--- config.mk ---
export PLATFORM = sky130hd
export DESIGN_NAME = vga_sync_monitor
export DESIGN_NICKNAME = d
export VERILOG_FILES = /design/src/rtl/vga_sync_monitor.sv
export SDC_FILE = /design/constraint.sdc
export NUM_CORES = 1
export LEC_CHECK = 0
export ABC_AREA = 0
export CORE_MARGIN = 3
export CORE_UTILIZATION = 24
export CTS_CLUSTER_SIZE = 14
export DETAILED_ROUTE_END_ITERATION = 6
export PLACE_DENSITY = 0.55
export SLEW_MARGIN = 30
export SYNTH_ARGS = -nofsm -noshare
export SYNTH_HDL_FRONTEND = slang
export SYNTH_SLANG_ARGS = --single-unit
export TNS_END_PERCENT = 1
--- constraint.sdc ---
create_clock -name Clock -period 2.55 [get_ports Clock]
set_input_delay 0.51 -clock Clock [delete_from_list [all_inputs] [get_ports Clock]]
set_output_delay 0.51 -clock Clock [all_outputs]
set_load 0.1 [all_outputs]
--- src/rtl/vga_sync_monitor.sv ---
// VGA sync/colour receive checker: measures line and frame timing,
// declares lock after conforming frames and flags sticky errors.
module vga_sync_monitor #(
   parameter int CNT_W       = 12,
   parameter int LINE_W      = 11,
   parameter int H_TOTAL     = 1600,
   parameter int H_START     = 288,
   parameter int H_DISP      = 1280,
   parameter int V_TOTAL     = 480,
   parameter int V_START     = 29,
   parameter int V_DISP      = 450,
   parameter int TOL         = 4,
   parameter int LOCK_FRAMES = 2
) (
   input  logic              Clock,
   input  logic              Reset,
   input  logic              iHsync,
   input  logic              iVsync,
   input  logic              iRed,
   input  logic              iGreen,
   input  logic              iBlue,
   input  logic              iClearErr,
   output logic              oLocked,
   output logic [CNT_W-1:0]  oLineLen,
   output logic [LINE_W-1:0] oFrameLines,
   output logic [CNT_W-1:0]  oHPos,
   output logic [LINE_W-1:0] oVLine,
   output logic              oDisplay,
   output logic              oSyncErr,
   output logic              oColorErr
);

   localparam int GW = $clog2(LOCK_FRAMES + 1);

   localparam logic [CNT_W-1:0]  H_MAX  = '1;
   localparam logic [LINE_W-1:0] V_MAX  = '1;
   localparam logic [CNT_W:0]    LEN_LO = (CNT_W+1)'(H_TOTAL - TOL);
   localparam logic [CNT_W:0]    LEN_HI = (CNT_W+1)'(H_TOTAL + TOL);
   localparam logic [CNT_W-1:0]  H_LO   = CNT_W'(H_START);
   localparam logic [CNT_W-1:0]  H_HI   = CNT_W'(H_START + H_DISP);
   localparam logic [LINE_W-1:0] V_LO   = LINE_W'(V_START);
   localparam logic [LINE_W-1:0] V_HI   = LINE_W'(V_START + V_DISP);
   localparam logic [LINE_W-1:0] V_TOT  = LINE_W'(V_TOTAL);
   localparam logic [GW-1:0]     LOCK_N = GW'(LOCK_FRAMES);

   typedef enum logic [1:0] {
      SEARCH,
      MEASURE,
      LOCKED
   } state_t;

   state_t state, state_nx;

   logic [4:0]        sync1, sync2;
   logic              hs_d, vs_d;
   logic              hfall, vfall, col_any;
   logic [CNT_W-1:0]  h_cnt, len_nx;
   logic [CNT_W:0]    len_ext;
   logic [LINE_W-1:0] v_cnt;
   logic              h_sat, waive, line_ok, line_bad;
   logic              frame_bad, fbad_nx, frame_ok;
   logic [GW-1:0]     good, good_nx, good_inc;
   logic              sync_set, color_set;

   // Syncs idle high, so reset them high to avoid a false first edge
   always_ff @(posedge Clock or negedge Reset) begin
      if (!Reset) begin
         sync1 <= 5'b11000;
         sync2 <= 5'b11000;
         hs_d  <= 1'b1;
         vs_d  <= 1'b1;
      end else begin
         sync1 <= {iHsync, iVsync, iRed, iGreen, iBlue};
         sync2 <= sync1;
         hs_d  <= sync2[4];
         vs_d  <= sync2[3];
      end
   end

   assign hfall   = hs_d & ~sync2[4];
   assign vfall   = vs_d & ~sync2[3];
   assign col_any = |sync2[2:0];

   assign h_sat    = (h_cnt == H_MAX);
   assign len_nx   = h_sat ? H_MAX : h_cnt + CNT_W'(1);
   assign len_ext  = {1'b0, len_nx};
   assign line_ok  = (len_ext >= LEN_LO) && (len_ext <= LEN_HI);
   assign line_bad = hfall && !vfall && !waive && !line_ok;
   assign frame_ok = !frame_bad && (v_cnt == V_TOT);
   assign good_inc = good + GW'(1);

   always_ff @(posedge Clock or negedge Reset) begin
      if (!Reset) begin
         h_cnt    <= '1;
         oLineLen <= '0;
         waive    <= 1'b1;
      end else begin
         if (hfall) begin
            h_cnt    <= '0;
            oLineLen <= len_nx;
         end else if (!h_sat) begin
            h_cnt <= h_cnt + CNT_W'(1);
         end
         // Next hfall is unchecked after vsync or a stalled line
         if (vfall)
            waive <= 1'b1;
         else if (hfall)
            waive <= 1'b0;
         else if (h_sat)
            waive <= 1'b1;
      end
   end

   always_ff @(posedge Clock or negedge Reset) begin
      if (!Reset) begin
         v_cnt       <= '0;
         oFrameLines <= '0;
      end else if (vfall) begin
         oFrameLines <= v_cnt;
         v_cnt       <= '0;
      end else if (hfall && v_cnt != V_MAX) begin
         v_cnt <= v_cnt + LINE_W'(1);
      end
   end

   always_comb begin
      state_nx = state;
      good_nx  = good;
      fbad_nx  = frame_bad;
      sync_set = 1'b0;
      unique case (state)
         SEARCH: begin
            if (vfall) begin
               state_nx = MEASURE;
               good_nx  = '0;
               fbad_nx  = 1'b0;
            end
         end
         MEASURE: begin
            if (line_bad)
               fbad_nx = 1'b1;
            if (vfall) begin
               fbad_nx = 1'b0;
               if (frame_ok) begin
                  good_nx = good_inc;
                  if (good_inc == LOCK_N)
                     state_nx = LOCKED;
               end else begin
                  good_nx = '0;
               end
            end
         end
         LOCKED: begin
            if (line_bad || (vfall && v_cnt != V_TOT)) begin
               state_nx = SEARCH;
               sync_set = 1'b1;
            end
         end
         default: state_nx = SEARCH;
      endcase
      if (h_sat) begin
         state_nx = SEARCH;
         good_nx  = '0;
         if (state == LOCKED)
            sync_set = 1'b1;
      end
   end

   always_ff @(posedge Clock or negedge Reset) begin
      if (!Reset) begin
         state     <= SEARCH;
         good      <= '0;
         frame_bad <= 1'b0;
      end else begin
         state     <= state_nx;
         good      <= good_nx;
         frame_bad <= fbad_nx;
      end
   end

   assign oLocked  = (state == LOCKED);
   assign oHPos    = h_cnt;
   assign oVLine   = v_cnt;
   assign oDisplay = oLocked &&
                     (h_cnt >= H_LO) && (h_cnt < H_HI) &&
                     (v_cnt >= V_LO) && (v_cnt < V_HI);

   assign color_set = oLocked && !oDisplay && col_any;

   always_ff @(posedge Clock or negedge Reset) begin
      if (!Reset) begin
         oSyncErr  <= 1'b0;
         oColorErr <= 1'b0;
      end else begin
         if (sync_set)
            oSyncErr <= 1'b1;
         else if (iClearErr)
            oSyncErr <= 1'b0;
         if (color_set)
            oColorErr <= 1'b1;
         else if (iClearErr)
            oColorErr <= 1'b0;
      end
   end

endmodule

==> impl_metrics.tcl <==
set metrics [dict create \
    finalNonFillerCells 559 \
    clk-insertion-delay-late_ns 0.33 \
    groute.usage.overall_pct 11.55 \
    firstDrtPassIters 4 \
    timing.final.setup_violations 1 \
    remaining_drc_errors 0 \
    via_per_inst 4.440 \
    total_routed_wirelength_um 7834 \
    maxSlewHeadroom_pct 57.04 \
    fmax_mhz 390.9 \
    postSynthCellCount 318 \
    power_density_relative_to_cell_area_mw_per_mm2 794.5 \
    die_width_um 120.8 \
    number_of_global_route_vias_before_repair 2505 \
    grt_setup_unrepaired "true" \
    cp_slowest_stage_delay_ns 0.46 \
    finalHoldViolCount 0 \
    drt_iter0_markers 101 \
    dieArea_mm2 0.01460 \
    synth_enable_flop_cells 0 \
    synth-seq-cells 66 \
    crit_slowest_cell "sky130_fd_sc_hd__dfstp_4" \
    synth.yosys.warnings 0 \
    die_h_um 120.8 \
    uppermost_metal_layer_occupied_by_signal_nets "met4" \
    layout.cells.most_common "sky130_fd_sc_hd__buf_4" \
    synth_cell_types 58 \
    clkSlewWorstSetupHoldPaths_ns 0.05 \
    syn-cell-area_mm2 0.003164 \
    met1Wirelength_um 3568 \
    place.detailed.instances 541 \
    count_of_port_buffers_added_during_placement 57 \
    fin_ws_ns -0.008227 \
    num-nets-final 396 \
    cts.root.buffer_cell "sky130_fd_sc_hd__clkbuf_16" \
    run_status "complete, but fails checks" \
    p_leak_uw 0.001858 \
    worstSetupStartpointType "register" \
    holdCritPathClass "in2async" \
    top_level_ports 58 \
    routed_wire_length_on_met3_um 448 \
    n_antenna_cell 0 \
    finalClockSkew_ns 0.008834 \
    grt_start_max_net_pins 67 \
    placer_congestion 0.8284 \
    final_util_pct 32.64 \
    number_of_nets_still_failing_antenna_checks_after_routing 0 \
    rows 41 \
    clock_tree_from_tritoncts "done" \
    routed_via_count 2482 \
    synth_flop_cell "sky130_fd_sc_hd__dfrtp_1" \
    classification_of_the_worst_setup_path "reg2out" \
    fin_crit_ns 2.558 \
    first_pass_grt_wire_length_um 13170 \
    design_power_total_uw 3312 \
    place.detailed.hpwl_um 5522 \
    syn_avg_cell_area_um2 9.951 \
    area_growth_pct 31.75 \
    layout.cells.most_common_list "61 x sky130_fd_sc_hd__buf_4, 58 x sky130_fd_sc_hd__nand2_1, 38 x sky130_fd_sc_hd__dfrtp_1" \
    cap_violations 0 \
    arrival_ns 2.05 \
    finalCritPeriodShare_pct 100.3 \
    htree_levels 3 \
    avgRoutedWirePerCell_um 14.01 \
    antenna_violations_before_repair 0 \
    synthArstFlopShare_pct 100.0 \
    numCtsBuffers 9 \
    failed_checks "setup timing" \
    core_region_area_mm2 0.01277 \
    totalNegativeSetupSlack_ns -0.008227 \
    initial_util_pct 24.77 \
    peak_fanout_along_the_critical_path 2 \
    met2_length_um 3679 \
    cts.path.max_buffers 2 \
    crit_path_cell_trace "or3_4, or2_4, a2111oi_4, buf_12" \
    worst_pin_slew_ns 0.6423 \
    synth_sequential_area_ratio_pct 52.95 \
    clock_sinks 66 \
    slew_violations 0 \
    timing.critical_path.to_type "primary output" \
    vdd_drop_max_uv 401.6 \
    crit_required_ns 2.04 \
    syn-num-nets 332 \
    grt_overflow_total 0 \
    layout-drive-gt1-share_pct 32.56 \
]
==> cell usage after synthesis (2+ instances only) <==
| master | instances | area [um^2] |
|---|---|---|
| sky130_fd_sc_hd__xnor2_1 | 8 | 70.07 |
| sky130_fd_sc_hd__nand2_1 | 58 | 217.7 |
| sky130_fd_sc_hd__nand3_1 | 11 | 55.05 |
| sky130_fd_sc_hd__a21oi_1 | 10 | 50.05 |
| sky130_fd_sc_hd__a31oi_1 | 4 | 25.02 |
| sky130_fd_sc_hd__mux2i_1 | 4 | 40.04 |
| sky130_fd_sc_hd__nand3_2 | 3 | 30.03 |
| sky130_fd_sc_hd__nand2b_1 | 7 | 43.79 |
| sky130_fd_sc_hd__inv_1 | 10 | 37.54 |
| sky130_fd_sc_hd__xor2_1 | 2 | 17.52 |
| sky130_fd_sc_hd__o21ai_1 | 4 | 20.02 |
| sky130_fd_sc_hd__or3_1 | 4 | 25.02 |
| sky130_fd_sc_hd__nor4_1 | 3 | 18.77 |
| sky130_fd_sc_hd__buf_6 | 2 | 22.52 |
| sky130_fd_sc_hd__buf_2 | 3 | 15.01 |
| sky130_fd_sc_hd__nand3b_1 | 2 | 15.01 |
| sky130_fd_sc_hd__nor2_2 | 2 | 12.51 |
| sky130_fd_sc_hd__nor2b_1 | 6 | 37.54 |
| sky130_fd_sc_hd__dfstp_2 | 19 | 499.2 |
| sky130_fd_sc_hd__and4_1 | 3 | 26.28 |
| sky130_fd_sc_hd__clkbuf_1 | 7 | 26.28 |
| sky130_fd_sc_hd__and3_1 | 5 | 31.28 |
| sky130_fd_sc_hd__nor2_1 | 32 | 120.1 |
| sky130_fd_sc_hd__nor3_1 | 7 | 35.03 |
| sky130_fd_sc_hd__dfrtp_1 | 47 | 1176 |
| sky130_fd_sc_hd__buf_4 | 4 | 30.03 |
| sky130_fd_sc_hd__o21ai_0 | 15 | 75.07 |
| sky130_fd_sc_hd__ha_1 | 6 | 75.07 |
==> flip-flops by register name (all words and copies together), names as in the netlist <==
| register | cells |
|---|---|
| oHPos | 12 |
| oLineLen | 12 |
| oFrameLines | 11 |
| oVLine | 11 |
| sync1 | 5 |
| sync2 | 5 |
| good | 2 |
| state | 2 |
| frame_bad | 1 |
| hs_d | 1 |
| oColorErr | 1 |
| oSyncErr | 1 |
| vs_d | 1 |
| waive | 1 |
==> final cells by class <==
cell class,count,area [um^2]
fill,1332,8605
sequential,66,1690
multi-input combinational,225,1373
timing repair buffer,70,563.0
clock buffer,14,274.0
tap,172,215.2
inverter,10,41.29
clock inverter,2,12.51
==> per-layer routing <==
layer	GRT usage, %	vias to the layer above
met3	3.601	13
met1	14.75	1197
met4	4.462	0
met2	18.24	62
met5	0	-
li1	-	1210
==> metrics by stage <==
step	hold WS, ns	instance area, um^2	worst slack, ns
2_1_floorplan	0.2144	3199	-0.5010
3_3_place_gp	0.3348	3860	0.2435
3_5_place_dp	0.3347	3860	0.2255
4_1_cts	0.2002	4161	-0.04428
5_1_grt	0.2115	4169	-0.06548
6_report	0.1853	4169	-0.008227
==> worst paths after layout <==
path / start / endpoint / slack [ns] / cells past startpoint
hold / removal: Reset / sync1[1]$_DFF_PN0_ / 0.19 / 2
setup / recovery: oHPos[5]$_DFFE_PN1P_ / oDisplay / -0.008 / 4
setup reg to reg: oHPos[0]$_DFFE_PN1P_ / frame_bad$_DFFE_PN0P_ / 0.27 / 9
max in group asynchronous: Reset / oHPos[9]$_DFFE_PN1P_ / 2.02 / 2
min in group Clock: sync1[0]$_DFF_PN0_ / sync2[0]$_DFF_PN0_ / 0.35 / 0
hold reg to reg: sync1[0]$_DFF_PN0_ / sync2[0]$_DFF_PN0_ / 0.35 / 0
==> cells by family after synthesis <==
logic type      share of synthesized area (%)
flops                                   52.95
buf+inv                                 4.310
fa+ha+maj                               2.372
mux                                     1.700
simple gates                            24.32
xor+xnor                                2.768
compound gates                          11.59
==> power breakdown <==
group	switching [uW]	internal (uW)
combinational	683	210
sequential	86.3	1150
clock	444	737
total	1210	2100
==> timing repair <==
action,in CTS,in global routing
gates resized for setup,2,2
hold buffers,0,0
pin swaps,2,2
endpoints found under the hold margin,0,0
cloned,0,0
setup endpoints to repair,1,1
buffers inserted,1,1
==> worst max-delay path, delay by kind of cell (launching register included) <==
| family | cells | cell delay [ns] |
|---|---|---|
| buffers and inverters | 1 | 0.23 |
| AND/OR/NAND/NOR | 2 | 0.57 |
| AO/OA/AOI/OAI | 1 | 0.45 |
| flip-flops | 1 | 0.46 |
Note: power is estimated with default switching activity, not from simulation.
